--- src/rtl/vedic_pkg.sv ---
// Shared types and constants for the sequenced 16x16 Vedic multiplier.
// Holds the FSM state enum, step counter type, widths and per-step shifts.
package vedic_pkg;

    localparam int DIGIT_W = 8;
    localparam int OP_W    = 16;
    localparam int PROD_W  = 32;

    typedef enum logic [1:0] {
        IDLE = 2'd0,
        MUL  = 2'd1,
        DONE = 2'd2
    } mul_state_t;

    typedef logic [1:0] step_t;

    // Partial-product weights: lo*lo, lo*hi, hi*lo, hi*hi.
    localparam logic [4:0] SHIFT_AMT [0:3] = '{5'd0, 5'd8, 5'd8, 5'd16};

endpackage

--- src/rtl/vedic_8X8.sv ---
// Combinational 8x8 unsigned multiplier built Urdhva-style from four 4x4
// sub-products combined with vertical/crosswise weighting.
module vedic_8X8 (
    input  logic [7:0]  a,
    input  logic [7:0]  b,
    output logic [15:0] p
);

    function automatic logic [7:0] mul4(input logic [3:0] x, input logic [3:0] y);
        return {4'd0, x} * {4'd0, y};
    endfunction

    logic [7:0] ll_s;
    logic [7:0] lh_s;
    logic [7:0] hl_s;
    logic [7:0] hh_s;

    assign ll_s = mul4(a[3:0], b[3:0]);
    assign lh_s = mul4(a[3:0], b[7:4]);
    assign hl_s = mul4(a[7:4], b[3:0]);
    assign hh_s = mul4(a[7:4], b[7:4]);

    assign p = {8'd0, ll_s}
             + ({8'd0, lh_s} << 4)
             + ({8'd0, hl_s} << 4)
             + ({8'd0, hh_s} << 8);

endmodule

--- src/rtl/vedic_mul16_seq.sv ---
// 16x16 unsigned multiplier that time-shares one vedic_8X8 core over four
// steps, with valid/ready handshakes on operands and product.
module vedic_mul16_seq
    import vedic_pkg::*;
(
    input  logic                clk,
    input  logic                rst_n,
    input  logic                in_valid,
    output logic                in_ready,
    input  logic [OP_W-1:0]     a,
    input  logic [OP_W-1:0]     b,
    output logic                out_valid,
    input  logic                out_ready,
    output logic [PROD_W-1:0]   p,
    output logic                busy
);

    mul_state_t          state_r;
    mul_state_t          next_s;
    step_t               step_r;
    logic [OP_W-1:0]     a_q_r;
    logic [OP_W-1:0]     b_q_r;
    logic [PROD_W-1:0]   acc_r;
    logic                in_ready_r;
    logic                out_valid_r;
    logic                busy_r;
    logic [DIGIT_W-1:0]  core_a_s;
    logic [DIGIT_W-1:0]  core_b_s;
    logic [2*DIGIT_W-1:0] pp_s;
    logic [PROD_W-1:0]   pp_shifted_s;

    // Next-state logic
    always_comb begin
        next_s = state_r;
        case (state_r)
            IDLE: begin
                if (in_valid) next_s = MUL;
                else          next_s = IDLE;
            end
            MUL: begin
                if (step_r == 2'd3) next_s = DONE;
                else                next_s = MUL;
            end
            DONE: begin
                if (out_ready) next_s = IDLE;
                else           next_s = DONE;
            end
            default: next_s = IDLE;
        endcase
    end

    // Byte-pair select for the shared core
    always_comb begin
        core_a_s = a_q_r[7:0];
        core_b_s = b_q_r[7:0];
        case (step_r)
            2'd0: begin core_a_s = a_q_r[7:0];  core_b_s = b_q_r[7:0];  end
            2'd1: begin core_a_s = a_q_r[7:0];  core_b_s = b_q_r[15:8]; end
            2'd2: begin core_a_s = a_q_r[15:8]; core_b_s = b_q_r[7:0];  end
            2'd3: begin core_a_s = a_q_r[15:8]; core_b_s = b_q_r[15:8]; end
            default: begin core_a_s = 8'd0; core_b_s = 8'd0; end
        endcase
    end

    vedic_8X8 u_core (
        .a (core_a_s),
        .b (core_b_s),
        .p (pp_s)
    );

    assign pp_shifted_s = {16'd0, pp_s} << SHIFT_AMT[step_r];

    // State, operand, accumulator and step registers
    always_ff @(posedge clk or negedge rst_n) begin
        if (!rst_n) begin
            state_r <= IDLE;
            step_r  <= 2'd0;
            a_q_r   <= 16'd0;
            b_q_r   <= 16'd0;
            acc_r   <= 32'd0;
        end else begin
            state_r <= next_s;
            case (state_r)
                IDLE: begin
                    if (in_valid) begin
                        a_q_r  <= a;
                        b_q_r  <= b;
                        acc_r  <= 32'd0;
                        step_r <= 2'd0;
                    end
                end
                MUL: begin
                    acc_r  <= acc_r + pp_shifted_s;
                    step_r <= step_r + 2'd1;
                end
                DONE: begin
                    acc_r <= acc_r;
                end
                default: begin
                    step_r <= 2'd0;
                end
            endcase
        end
    end

    // Handshake/status flags registered from the next state, so no input
    // reaches an output combinationally.
    always_ff @(posedge clk or negedge rst_n) begin
        if (!rst_n) begin
            in_ready_r  <= 1'b1;
            out_valid_r <= 1'b0;
            busy_r      <= 1'b0;
        end else begin
            in_ready_r  <= (next_s == IDLE);
            out_valid_r <= (next_s == DONE);
            busy_r      <= (next_s != IDLE);
        end
    end

    assign in_ready  = in_ready_r;
    assign out_valid = out_valid_r;
    assign busy      = busy_r;
    assign p         = acc_r;

endmodule
--- config.mk ---
export PLATFORM = sky130hd
export DESIGN_NAME = vedic_mul16_seq
export DESIGN_NICKNAME = d
export VERILOG_FILES = /design/src/rtl/vedic_pkg.sv /design/src/rtl/vedic_8X8.sv /design/src/rtl/vedic_mul16_seq.sv
export SDC_FILE = /design/constraint.sdc
export NUM_CORES = 1
export LEC_CHECK = 0
export BUFFER_PORTS_ARGS = -buffer_cell sky130_fd_sc_hd__buf_2
export CORE_UTILIZATION = 35
export CTS_BUF_LIST = sky130_fd_sc_hd__clkbuf_4 sky130_fd_sc_hd__clkbuf_8
export DETAILED_ROUTE_END_ITERATION = 8
export GPL_TIMING_DRIVEN = 0
export PLACE_DENSITY = 0.5
export SYNTH_ARGS = -nofsm -noshare
export SYNTH_HDL_FRONTEND = slang
export SYNTH_HIERARCHICAL = 1
export SYNTH_SLANG_ARGS = --single-unit
--- constraint.sdc ---
create_clock -name clk -period 9.94 [get_ports clk]
set_input_delay 1.988 -clock clk [delete_from_list [all_inputs] [get_ports clk]]
set_output_delay 1.988 -clock clk [all_outputs]
set_load 0.05 [all_outputs]
Yosys cells after proc, flatten, opt, wreduce, memory -nomap -nowiden

Cells that the tools add are included.

Add/sub/neg operators: 5
Multipliers: 4
Order comparisons: 1
Eq/ne operators: 7
Shift-type cells: 1
Mux-type cells: 13
Bitwise operators: 2
Reductions and logical operators: 12

Operators with widths:

| operator            | number |
|---|---|
| $pmux 32 s2         | 1 |
| $add 32x32->32      | 1 |
| $mul 4x4->8         | 4 |
| $mux 32             | 1 |
| $pmux 8 s2          | 2 |
| $shl 16x5->32       | 1 |
| $add 16x12->16      | 1 |
| $add 16x16->16      | 1 |
| $add 8x12->13       | 1 |
| $pmux 2 s3          | 2 |
| $bmux 5 s2          | 1 |
| $mux 5              | 2 |
| $eq 2x2->1 const B  | 4 |
| $reduce_or 2->1     | 4 |
| $logic_not 2->1     | 3 |
| $mux 2              | 3 |
| $reduce_and 2->1    | 3 |
| $eq 2x1->1 const B  | 2 |
| $reduce_bool 2->1   | 2 |
| $ge 3x3->1 const B  | 1 |
| $not 2->3           | 1 |
| $add 2x1->2 const B | 1 |
| $ne 2x2->1 const B  | 1 |
| $mux 1              | 1 |
| $not 1->1           | 1 |

Register bits after elaboration: 71
Input bits: 36
Output and inout bits: 35
Logic and storage cells: 53

Longest topological paths before layout

Gate-level depths: netlist of run 1.

Depth in word-level cells: 10
Gate-level depth with buffers: 38
Mapped depth without buffers: 38

Hierarchy

Netlist of run 1, hierarchy kept.

Modules (own cells, without submodules):

| module          | times used | cells each | area each (um^2) | sequential area each (um^2) |
|---|---|---|---|---|
| vedic_mul16_seq | 1          | 493        | 4739.5           | 1778.0 |
| vedic_8X8       | 1          | 290        | 2502.4           | 0.0 |

Least setup slack after synthesis of run 1

No wires, ideal clock.

Path kind: flip-flop to flip-flop
Start point: register step_r[0]
End point: register acc_r[27] (netlist: p[27])
Library setup time: 0.121 ns
Data arrival time: 7.949 ns
Data required time: 9.819 ns
Path slack: 1.870 ns
Stages on the path, launching flop included: 36
Buffers on the path: 0
Path through: dfrtp_1 ha_1 nor2_1 mux2_2 nand2_1 fa_1 fa_1 inv_1 ha_1 a21o_1 a21oi_1 o21bai_1 a21oi_1 xnor2_1 ha_1 ha_1 inv_1 fa_1 inv_1 ha_1 a21o_1 a21oi_1 o21ai_1 a21oi_2 xnor2_1 mux2i_1 nor2_1 ha_1 a21oi_1 and2b_2 o21a_1 a311o_2 a211oi_4 o31ai_2 xor2_1 a22o_1

Word-level cells in the longest chain between the ends: 10

RTL lines:

| element                                  | line                  | source |
|---|---|---|
| from (decl)                              | vedic_mul16_seq.sv:20 | `step_t step_r;` |
| from (signal assigned)                   | vedic_mul16_seq.sv:94 | `step_r <= step_r + 2'd1;` |
| $eq 2x2->1, or another cell as far along | vedic_mul16_seq.sv:56 | `case (step_r)` |
| $reduce_or 2->1 (no line)                | n/a                   |  |
| $pmux 8 s2 (*)                           | vedic_mul16_seq.sv:56 |  |
| named net core_b_s[2]                    | vedic_mul16_seq.sv:28 | `logic [DIGIT_W-1:0] core_b_s;` |
| $mul 4x4->8                              | vedic_8X8.sv:10       | `return {4'd0, x} * {4'd0, y};` |
| $add 8x12->13                            | vedic_8X8.sv:24       | `+ ({8'd0, lh_s} << 4)` |
| $add 16x12->16 (*)                       | vedic_8X8.sv:25       | `+ ({8'd0, hl_s} << 4)` |
| $add 16x16->16 (*)                       | vedic_8X8.sv:26       | `+ ({8'd0, hh_s} << 8);` |
| named net pp_s[14]                       | vedic_mul16_seq.sv:29 | `logic [2*DIGIT_W-1:0] pp_s;` |
| $shl 16x5->32 (*)                        | vedic_mul16_seq.sv:71 | `assign pp_shifted_s = {16'd0, pp_s} << SHIFT_AMT[step_r];` |
| $add 32x32->32 (*)                       | vedic_mul16_seq.sv:93 | `acc_r <= acc_r + pp_shifted_s;` |
| $pmux 32 s2 (*)                          | vedic_mul16_seq.sv:83 | `case (state_r)` |
| to (signal assigned)                     | vedic_mul16_seq.sv:93 |  |
| to (signal assigned)                     | vedic_mul16_seq.sv:97 | `acc_r <= acc_r;` |
| to (decl)                                | vedic_mul16_seq.sv:23 | `logic [PROD_W-1:0] acc_r;` |

Mark *: on every way through the listed nets, which the timed path passes. The rest lies on a longest branch. The select of a mux whose other input is x is not followed.
A chain may end at the register's enable or synchronous reset.

Worst setup path after layout of run 1

Start point: register step_r[0]
End point: register acc_r[25] (netlist: p[25])

RTL lines:

| element                                  | line                  | source |
|---|---|---|
| $eq 2x2->1, or another cell as far along | vedic_mul16_seq.sv:56 |  |
| $reduce_or 2->1 (no line)                | n/a                   |  |
| $pmux 8 s2 (*)                           | vedic_mul16_seq.sv:56 |  |
| named net core_a_s[5]                    | vedic_mul16_seq.sv:27 | `logic [DIGIT_W-1:0] core_a_s;` |
| $mul 4x4->8                              | vedic_8X8.sv:10       |  |
| $add 16x12->16                           | vedic_8X8.sv:25       |  |
| $add 16x16->16 (*)                       | vedic_8X8.sv:26       |  |
| named net pp_s[14]                       | vedic_mul16_seq.sv:29 |  |
| $shl 16x5->32 (*)                        | vedic_mul16_seq.sv:71 |  |
| $add 32x32->32 (*)                       | vedic_mul16_seq.sv:93 |  |
| $pmux 32 s2 (*)                          | vedic_mul16_seq.sv:83 |  |

Marked as above.

==> flow_metrics.tcl, run 1 <==
set metrics [dict create \
    wl_um 17800 \
    fin_nets 1037 \
    postCtsSetupBuffers 0 \
    core_um2 20200 \
    fp.dieH_um 146 \
    grt_pass1_vias 5645 \
    relSlewSlack 0.371 \
    first_iter_violations 187 \
    htreeDepth 3 \
    synth_area_leaders "dfrtp_1, ha_1, fa_1" \
    synth_seq_area_share 0.246 \
    via_per_inst 4.95 \
    rsz0062_at_grt "no" \
    ys_async_sr_fraction 1.00 \
    crit_buf_inv 3 \
    worst_pin_slew_ns 0.939 \
    ys_ff_latch 71 \
    report.final.slew_viol_count 0 \
    ys_warn_count 6 \
    avgSynthCellArea_um2 9.25 \
    hold_path.class "reg2reg" \
    cp_slowest_cell "nor2_1" \
    die_x_um 146 \
    clk_path_buf_depth 2 \
    cts_resized 0 \
    critical_path.max_fanout 8 \
    fillers 2081 \
    root_buffer "clkbuf_8" \
    fin_crit_sh 0.935 \
    fin_util 0.404 \
    cp_common_cell "ha_1" \
    fin_ws_ns 0.644 \
    drc 0 \
    arrival_ns 9.52 \
    finalSetupViolCount 0 \
    clk_latency_ns 0.36 \
    final.min_clock_period_ns 9.30 \
    boundaryPins 71 \
    cts_tree "done" \
    synthCells 783 \
    die_area_um2 21300 \
    dp_hpwl_um 14700 \
    cp_data_required_time_ns 10.16 \
    endpoint_kind "register" \
    cts_num_sinks 71 \
    rows 52 \
    antenna_found_initial 0 \
    start_util 0.358 \
    netlist.area_leader.share 0.242 \
    start_kind "register" \
    critical-path-max-stage-delay_ns 0.72 \
    tns_ns 0 \
    wl_per_cell_um 15.6 \
    grt_first_pass_wirelength_um 29400 \
    status "complete, no violations" \
    gp_congestion 0.893 \
    skew_ns 0.0123 \
    cts_buffers 9 \
    drive_gt1_frac 0.180 \
    synth_edf_count 0 \
    path_delay_family "adder cells" \
    crit_type "reg2reg" \
    fmax_ghz 0.108 \
    grt_max_degree 54 \
    synth_area_leader_cell "dfrtp_1" \
    synth-main-ff-cell "dfrtp_1" \
    clkTransAtPathRegs_ns 0.09 \
    drt.antenna.violating_nets 0 \
    grtUsageTotal 0.174 \
    drt-pass1-iter-count 4 \
    maxCapViolCount 0 \
    vias 5637 \
    n_antenna_cell 0 \
    yosys.cell_types.count 59 \
    finalHoldViolations 0 \
    place.port_buffers 70 \
    syn_to_final_growth_pct 12.8 \
    mappedNetlistArea_um2 7240 \
    ctsHoldBuffers 0 \
    overflow 0 \
    synthesis.nets 955 \
    dp_slack_ns 0.602 \
]
[area by class of cell]
class	count	area [um2]	area share
sequential	71	1780	0.218
timing repair buffer	71	380	0.0466
inverter	60	225	0.0276
buffer	18	75.1	0.00919
tap	270	338	0.0413
clock inverter	6	86.3	0.0106
clock buffer	9	124	0.0152
multi-input combinational	634	5160	0.632
[cells by family after synthesis]
family | after synthesis | share of synthesized area
buffers and inverters | 78 | 0.0415
adder cells (fa/ha/maj) | 136 | 0.263
multiplexers | 56 | 0.0857
AND/OR/NAND/NOR | 216 | 0.146
flip-flops | 71 | 0.246
AO/OA/AOI/OAI | 180 | 0.163
XOR/XNOR | 46 | 0.0556
[cell usage after synthesis (all sizes together) (2+ instances only)]
| cell type | number |
|---|---|
| a31oi | 4 |
| clkbuf | 15 |
| and2 | 61 |
| o21bai | 7 |
| ha | 109 |
| a311oi | 2 |
| o211ai | 2 |
| a21oi | 50 |
| a221o | 2 |
| nand2 | 80 |
| o21ai | 60 |
| o2111ai | 2 |
| a41oi | 3 |
| a22o | 11 |
| buf | 3 |
| or2 | 3 |
| dfrtp | 70 |
| xnor2 | 29 |
| nor2b | 13 |
| nand3 | 7 |
| mux2i | 8 |
| a211oi | 5 |
| fa | 27 |
| nor2 | 36 |
| inv | 60 |
| xor2 | 17 |
| a21boi | 3 |
| or3 | 2 |
| nand4 | 4 |
| nor3 | 4 |
| o41ai | 2 |
| a21o | 12 |
| o21a | 8 |
| and3 | 2 |
| o31ai | 3 |
| mux2 | 48 |
[worst register-to-register path: cells and delay by family, from the launching register on]
| family | cells | cell delay, ns |
|---|---|---|
| xor gates and xnor gates | 3 | 0.51 |
| adders and majority gates | 9 | 3.38 |
| DFF | 1 | 0.43 |
| buffers and inverters | 3 | 0.16 |
| muxes | 2 | 0.67 |
| AOI/OAI and AO/OA | 14 | 2.72 |
| and+or+nand+nor | 4 | 1.27 |
[metal layers]
metal / wire length (um) / share of wire / track usage / vias up
met5: 0 / 0 / 0 / -
li1: - / - / - / 2896
met1: 8850 / 0.50 / 0.243 / 2595
met3: 774 / 0.043 / 0.0317 / 16
met2: 7940 / 0.45 / 0.278 / 130
met4: 233 / 0.013 / 0.0395 / 0
[flip-flops by register name, summed over array words and instances (netlist names)]
signal     count
a_q_r         16
b_q_r         16
busy           1
in_ready       1
out_valid      1
p             32
state_r        2
step_r         2
[metrics by stage]
stage / hold WS, ns / area, um2 / instances
after floorplan: 0.475 / 7240 / 783
after global placement: 0.485 / 7930 / 1123
after detailed placement: 0.491 / 7960 / 1124
after CTS: 0.507 / 8170 / 1139
after global routing: 0.521 / 8170 / 1139
final: 0.503 / 8170 / 1139
[cells in the final DEF (no fill, tap or decap), types with 9 or more instances in the layout]
cell      count
ha_1        109
nand2_1      80
dfrtp_1      70
buf_2        69
inv_1        60
and2_1       57
mux2_2       48
a21oi_1      46
o21ai_0      45
nor2_1       36
xnor2_1      29
fa_1         27
xor2_1       17
clkbuf_1     15
o21ai_1      14
nor2b_1      13
a22o_1       11
a21o_1       11
clkbuf_8      9
[final timing paths]
kind	from	endpoint	slack [ns]	cells past startpoint
max in group asynchronous	rst_n	b_q_r[7]$_DFFE_PN0P_	7.87	2
setup reg to reg	step_r[0]$_DFFE_PN0P_	p[25]$_DFFE_PN0P_	0.64	35
min in group asynchronous	rst_n	p[15]$_DFFE_PN0P_	1.49	1
hold / removal	b_q_r[3]$_DFFE_PN0P_	b_q_r[3]$_DFFE_PN0P_	0.50	1
setup / recovery	step_r[0]$_DFFE_PN0P_	p[25]$_DFFE_PN0P_	0.64	35
hold reg to reg	b_q_r[3]$_DFFE_PN0P_	b_q_r[3]$_DFFE_PN0P_	0.50	1
Power of run 1 is not shown: default switching activity piles up to over one toggle a cycle in this logic, so the estimate is an artifact.
==> inputs of run 2 (changes only) <==
--- a/config.mk
+++ b/config.mk
@@ -5,12 +5,13 @@
 export SDC_FILE = /design/constraint.sdc
 export NUM_CORES = 1
 export LEC_CHECK = 0
+export ABC_AREA = 1
 export BUFFER_PORTS_ARGS = -buffer_cell sky130_fd_sc_hd__buf_2
 export CORE_UTILIZATION = 35
 export CTS_BUF_LIST = sky130_fd_sc_hd__clkbuf_4 sky130_fd_sc_hd__clkbuf_8
 export DETAILED_ROUTE_END_ITERATION = 8
 export GPL_TIMING_DRIVEN = 0
-export PLACE_DENSITY = 0.5
+export PLACE_DENSITY = 0.51
 export SYNTH_ARGS = -nofsm -noshare
 export SYNTH_HDL_FRONTEND = slang
 export SYNTH_HIERARCHICAL = 1
==> flow_metrics.tcl, run 2 <==
set metrics [dict create \
    status "complete, no violations" \
    rows 56 \
    start_kind "register" \
    synth_area_leader_cell "nand2_1" \
    postCtsSetupBuffers 0 \
    ys_ff_latch 71 \
    htreeDepth 3 \
    cts_tree "done" \
    first_iter_violations 325 \
    hold_path.class "reg2reg" \
    cts_num_sinks 71 \
    netlist.area_leader.share 0.231 \
    finalSetupViolCount 0 \
    avgSynthCellArea_um2 6.50 \
    die_area_um2 24500 \
    synth.most_common_cell "nand2_1" \
    cts_buffers 9 \
    worst_pin_slew_ns 0.576 \
    cp_slowest_cell "fa_1" \
    drc 0 \
    fin_nets 1538 \
    layout_commonest_cell "nand2_1" \
    overflow 0 \
    cp_common_cell "nand2_1" \
    fp.dieH_um 156 \
    critical_path.max_fanout 10 \
    fin_crit_sh 0.830 \
    grt_first_pass_wirelength_um 37300 \
    root_buffer "clkbuf_8" \
    grtUsageTotal 0.197 \
    boundaryPins 71 \
    skew_ns 0.0190 \
    largest_register_ffs 32 \
    ys_async_sr_fraction 1.00 \
    drt.antenna.violating_nets 0 \
    ctsHoldBuffers 0 \
    syn_to_final_growth_pct 11.8 \
    fmax_ghz 0.121 \
    tns_ns 0 \
    antenna_found_initial 0 \
    via_per_inst 4.56 \
    maxCapViolCount 0 \
    final_cell_mix "nand2_1, inv_1, ha_1" \
    mappedNetlistArea_um2 8350 \
    wl_um 22600 \
    start_util 0.357 \
    clk_latency_ns 0.38 \
    finalHoldViolations 0 \
    drt-pass1-iter-count 5 \
    clk_path_buf_depth 2 \
    synth_seq_area_share 0.213 \
    final.min_clock_period_ns 8.25 \
    cts_resized 0 \
    dp_hpwl_um 19000 \
    synth_area_leaders "nand2_1, dfrtp_1, ha_1" \
    place.port_buffers 70 \
    die_x_um 156 \
    grt_max_degree 54 \
    arrival_ns 8.51 \
    core_um2 23400 \
    vias 7707 \
    synthesis.nets 1456 \
    cp_data_required_time_ns 10.20 \
    clkTransAtPathRegs_ns 0.08 \
    endpoint_kind "register" \
    grt_pass1_vias 7567 \
    wl_per_cell_um 13.4 \
    synthCells 1284 \
    crit_type "reg2reg" \
    report.final.slew_viol_count 0 \
    critical-path-max-stage-delay_ns 0.60 \
    yosys.cell_types.count 38 \
    relSlewSlack 0.605 \
    gp_congestion 0.893 \
    drive_gt1_frac 0.104 \
    n_antenna_cell 0 \
    synth_common_cells "nand2_1, inv_1, ha_1, nor2_1, dfrtp_1" \
    synth-main-ff-cell "dfrtp_1" \
    synth_edf_count 0 \
    rsz0062_at_grt "no" \
    ys_warn_count 6 \
]
-- run 2: routing by layer --
layer / vias up / part of all wire / GRT usage
met5: - / 0 / 0
met4: 0 / 0.023 / 0.0626
li1: 4099 / - / -
met2: 134 / 0.49 / 0.353
met3: 31 / 0.033 / 0.0282
met1: 3443 / 0.46 / 0.241
-- run 2: kinds of logic (layout without fill, tap and decap cells) --
kind of cell | Yosys count | count (layout) | synth area share
and+or+nand+nor | 681 | 681 | 0.328
buffers and inverters | 263 | 350 | 0.121
adders and majority gates | 136 | 136 | 0.228
AOI/OAI and AO/OA | 88 | 88 | 0.0576
DFF | 71 | 71 | 0.213
muxes | 23 | 23 | 0.0300
xor gates and xnor gates | 22 | 22 | 0.0231
-- run 2: metrics by stage --
step           cell area (um2)   util  hold slack, ns  setup slack [ns]  std cells
3_3_place_gp              9090  0.389           0.450              1.78       1673
5_1_grt                   9330  0.399           0.485              1.01       1690
3_5_place_dp              9130  0.390           0.455              1.65       1674
2_1_floorplan             8350      -           0.436              3.09       1284
6_report                  9330  0.399           0.469              1.69       1690
4_1_cts                   9330  0.399           0.476              1.64       1690
-- run 2: critical path, delay by kind of cell, from the launching register on --
| kind | cells | cell delay, ns |
|---|---|---|
| fa+ha+maj | 9 | 3.52 |
| simple gates | 17 | 1.90 |
| buf+inv | 7 | 0.91 |
| mux | 2 | 0.75 |
| flops | 1 | 0.41 |
| xor+xnor | 2 | 0.33 |
| compound gates | 1 | 0.32 |
-- run 2: cell type report --
type | count | area, um2
inverters | 230 | 863
flip-flops and latches | 71 | 1780
fillers | 2626 | 14100
plain buffers | 33 | 143
clock buffers | 10 | 131
multi-input cells | 950 | 5560
well taps | 319 | 399
clock inverters | 6 | 71.3
repair buffers | 71 | 380
-- run 2: worst paths after layout --
| path | start | slack [ns] | to | cells past startpoint |
|---|---|---|---|---|
| max | step_r[0]$_DFFE_PN0P_ | 1.69 | p[27]$_DFFE_PN0P_ | 38 |
| min | a_q_r[15]$_DFFE_PN0P_ | 0.47 | a_q_r[15]$_DFFE_PN0P_ | 2 |
| max reg2reg | step_r[0]$_DFFE_PN0P_ | 1.69 | p[27]$_DFFE_PN0P_ | 38 |
| min reg2reg | a_q_r[15]$_DFFE_PN0P_ | 0.47 | a_q_r[15]$_DFFE_PN0P_ | 2 |
| max in group asynchronous | rst_n | 7.84 | in_ready$_DFF_PN1_ | 2 |
| min in group asynchronous | rst_n | 1.49 | p[8]$_DFFE_PN0P_ | 1 |
Power of run 2 is left out for the same reason.
==> inputs of run 3 (changes only) <==
==> constraint.sdc (replaced) <==
create_clock -name clk -period 8 [get_ports clk]
set_input_delay 1.6 -clock clk [delete_from_list [all_inputs] [get_ports clk]]
set_output_delay 1.6 -clock clk [all_outputs]
set_load 0.05 [all_outputs]
==> flow_metrics.tcl, run 3 (synthesized netlist as in run 2, its figures left out) <==
set metrics [dict create \
    layout_commonest_cell "nand2_1" \
    htreeDepth 3 \
    fin_crit_sh 0.934 \
    hold_slack_ns 0.470 \
    final_cell_mix "nand2_1, inv_1, ha_1" \
    overflow 0 \
    grt_pass1_vias 7565 \
    wl_per_cell_um 13.4 \
    final.min_clock_period_ns 7.47 \
    finalSetupViolCount 0 \
    rows 56 \
    worst_pin_slew_ns 0.622 \
    grtUsageTotal 0.197 \
    wl_um 22700 \
    cts_num_sinks 71 \
    skew_ns 0.0183 \
    clk_latency_ns 0.38 \
    fin_ws_ns 0.532 \
    min_to "a_q_r[15]$_DFFE_PN0P_" \
    gp_congestion 0.893 \
    hp-start "a_q_r[15]$_DFFE_PN0P_" \
    drt.antenna.violating_nets 0 \
    fp.dieH_um 156 \
    ctsHoldBuffers 0 \
    endpoint_kind "register" \
    dp_hpwl_um 19000 \
    fmax_ghz 0.134 \
    fillers 2627 \
    hold_path.class "reg2reg" \
    n_antenna_cell 0 \
    root_buffer "clkbuf_8" \
    cts_buffers 9 \
    drive_gt1_frac 0.129 \
    drt-pass1-iter-count 5 \
    status "complete, no violations" \
    place.port_buffers 70 \
    report.final.slew_viol_count 0 \
    syn_to_final_growth_pct 14.5 \
    drc 0 \
    final_area_um2 9550 \
    first_iter_violations 350 \
    antenna_found_initial 0 \
    dpl-instance-area_um2 9130 \
    critical_path.max_fanout 10 \
    via_per_inst 4.57 \
    largest_register_ffs 32 \
    die_area_um2 24500 \
    multi_input_area_um2 5700 \
    relSlewSlack 0.586 \
    crit_type "reg2reg" \
    clkTransAtPathRegs_ns 0.08 \
    tns_ns 0 \
    fin_nets 1543 \
    hold_depth 2 \
    grt_max_degree 54 \
    seq_area_um2 1780 \
    r2r_setup_slack_ns 0.53 \
    vias 7745 \
    critical-path-max-stage-delay_ns 0.54 \
    arrival_ns 7.73 \
    reg2regPathDepth 37 \
    cp_common_cell "nand2_1" \
    cp_slowest_cell "fa_1" \
    core_um2 23400 \
    r2r_start "step_r[0]$_DFFE_PN0P_" \
    cp_data_required_time_ns 8.26 \
    start_util 0.357 \
    die_x_um 156 \
    start_kind "register" \
    boundaryPins 71 \
    cts_tree "done" \
    maxCapViolCount 0 \
    dp_slack_ns -0.290 \
    grt_first_pass_wirelength_um 37300 \
    clk_path_buf_depth 2 \
    rr_endpoint "p[30]$_DFFE_PN0P_" \
    finalHoldViolations 0 \
]
[run 3: timing repair]
item,4_1_cts,5_1_grt
resized for setup,3,32
pin swaps,0,5
setup buffers,0,16
gates cloned,0,0
setup endpoints to repair,21,22
[run 3: worst max-delay path by stage]
stage	start	to	cells past startpoint
floorplan	step_r[0]$_DFFE_PN0P_	p[27]$_DFFE_PN0P_	41
global placement	step_r[0]$_DFFE_PN0P_	p[27]$_DFFE_PN0P_	35
detailed placement	step_r[0]$_DFFE_PN0P_	p[30]$_DFFE_PN0P_	34
CTS	step_r[0]$_DFFE_PN0P_	p[30]$_DFFE_PN0P_	37
global route	step_r[0]$_DFFE_PN0P_	p[27]$_DFFE_PN0P_	38
finish	step_r[0]$_DFFE_PN0P_	p[30]$_DFFE_PN0P_	37
[run 3: routing by layer]
metal | vias to the layer above | global-route usage | wire (um)
li1 | 4105 | - | -
met1 | 3495 | 0.242 | 10500
met2 | 119 | 0.353 | 11200
met3 | 26 | 0.0274 | 609
met4 | 0 | 0.0607 | 461
met5 | - | 0 | 0
[run 3: layout make-up]
cell class / instances / share of cell area
timing repair buffer: 87 / 0.0524
inverter: 230 / 0.0904
multi-input combinational: 950 / 0.597
sequential: 71 / 0.186
clock inverter: 6 / 0.00747
buffer: 22 / 0.0109
tap: 319 / 0.0418
clock buffer: 10 / 0.0138
[run 3: stage by stage]
step | utilization | std cells
finish | 0.408 | 1695
global route | 0.408 | 1695
CTS | 0.399 | 1688
detailed placement | 0.390 | 1674
global placement | 0.389 | 1673
floorplan | - | 1284
[run 3: critical path: cells and delay by family, from the launching register on]
family / cells / cell delay (ns)
flip-flops: 1 / 0.43
multiplexers: 2 / 0.61
buffers and inverters: 5 / 0.50
XOR/XNOR: 1 / 0.17
adder cells (fa/ha/maj): 9 / 3.44
AND/OR/NAND/NOR: 20 / 2.19
Power of run 3 is left out for the same reason.
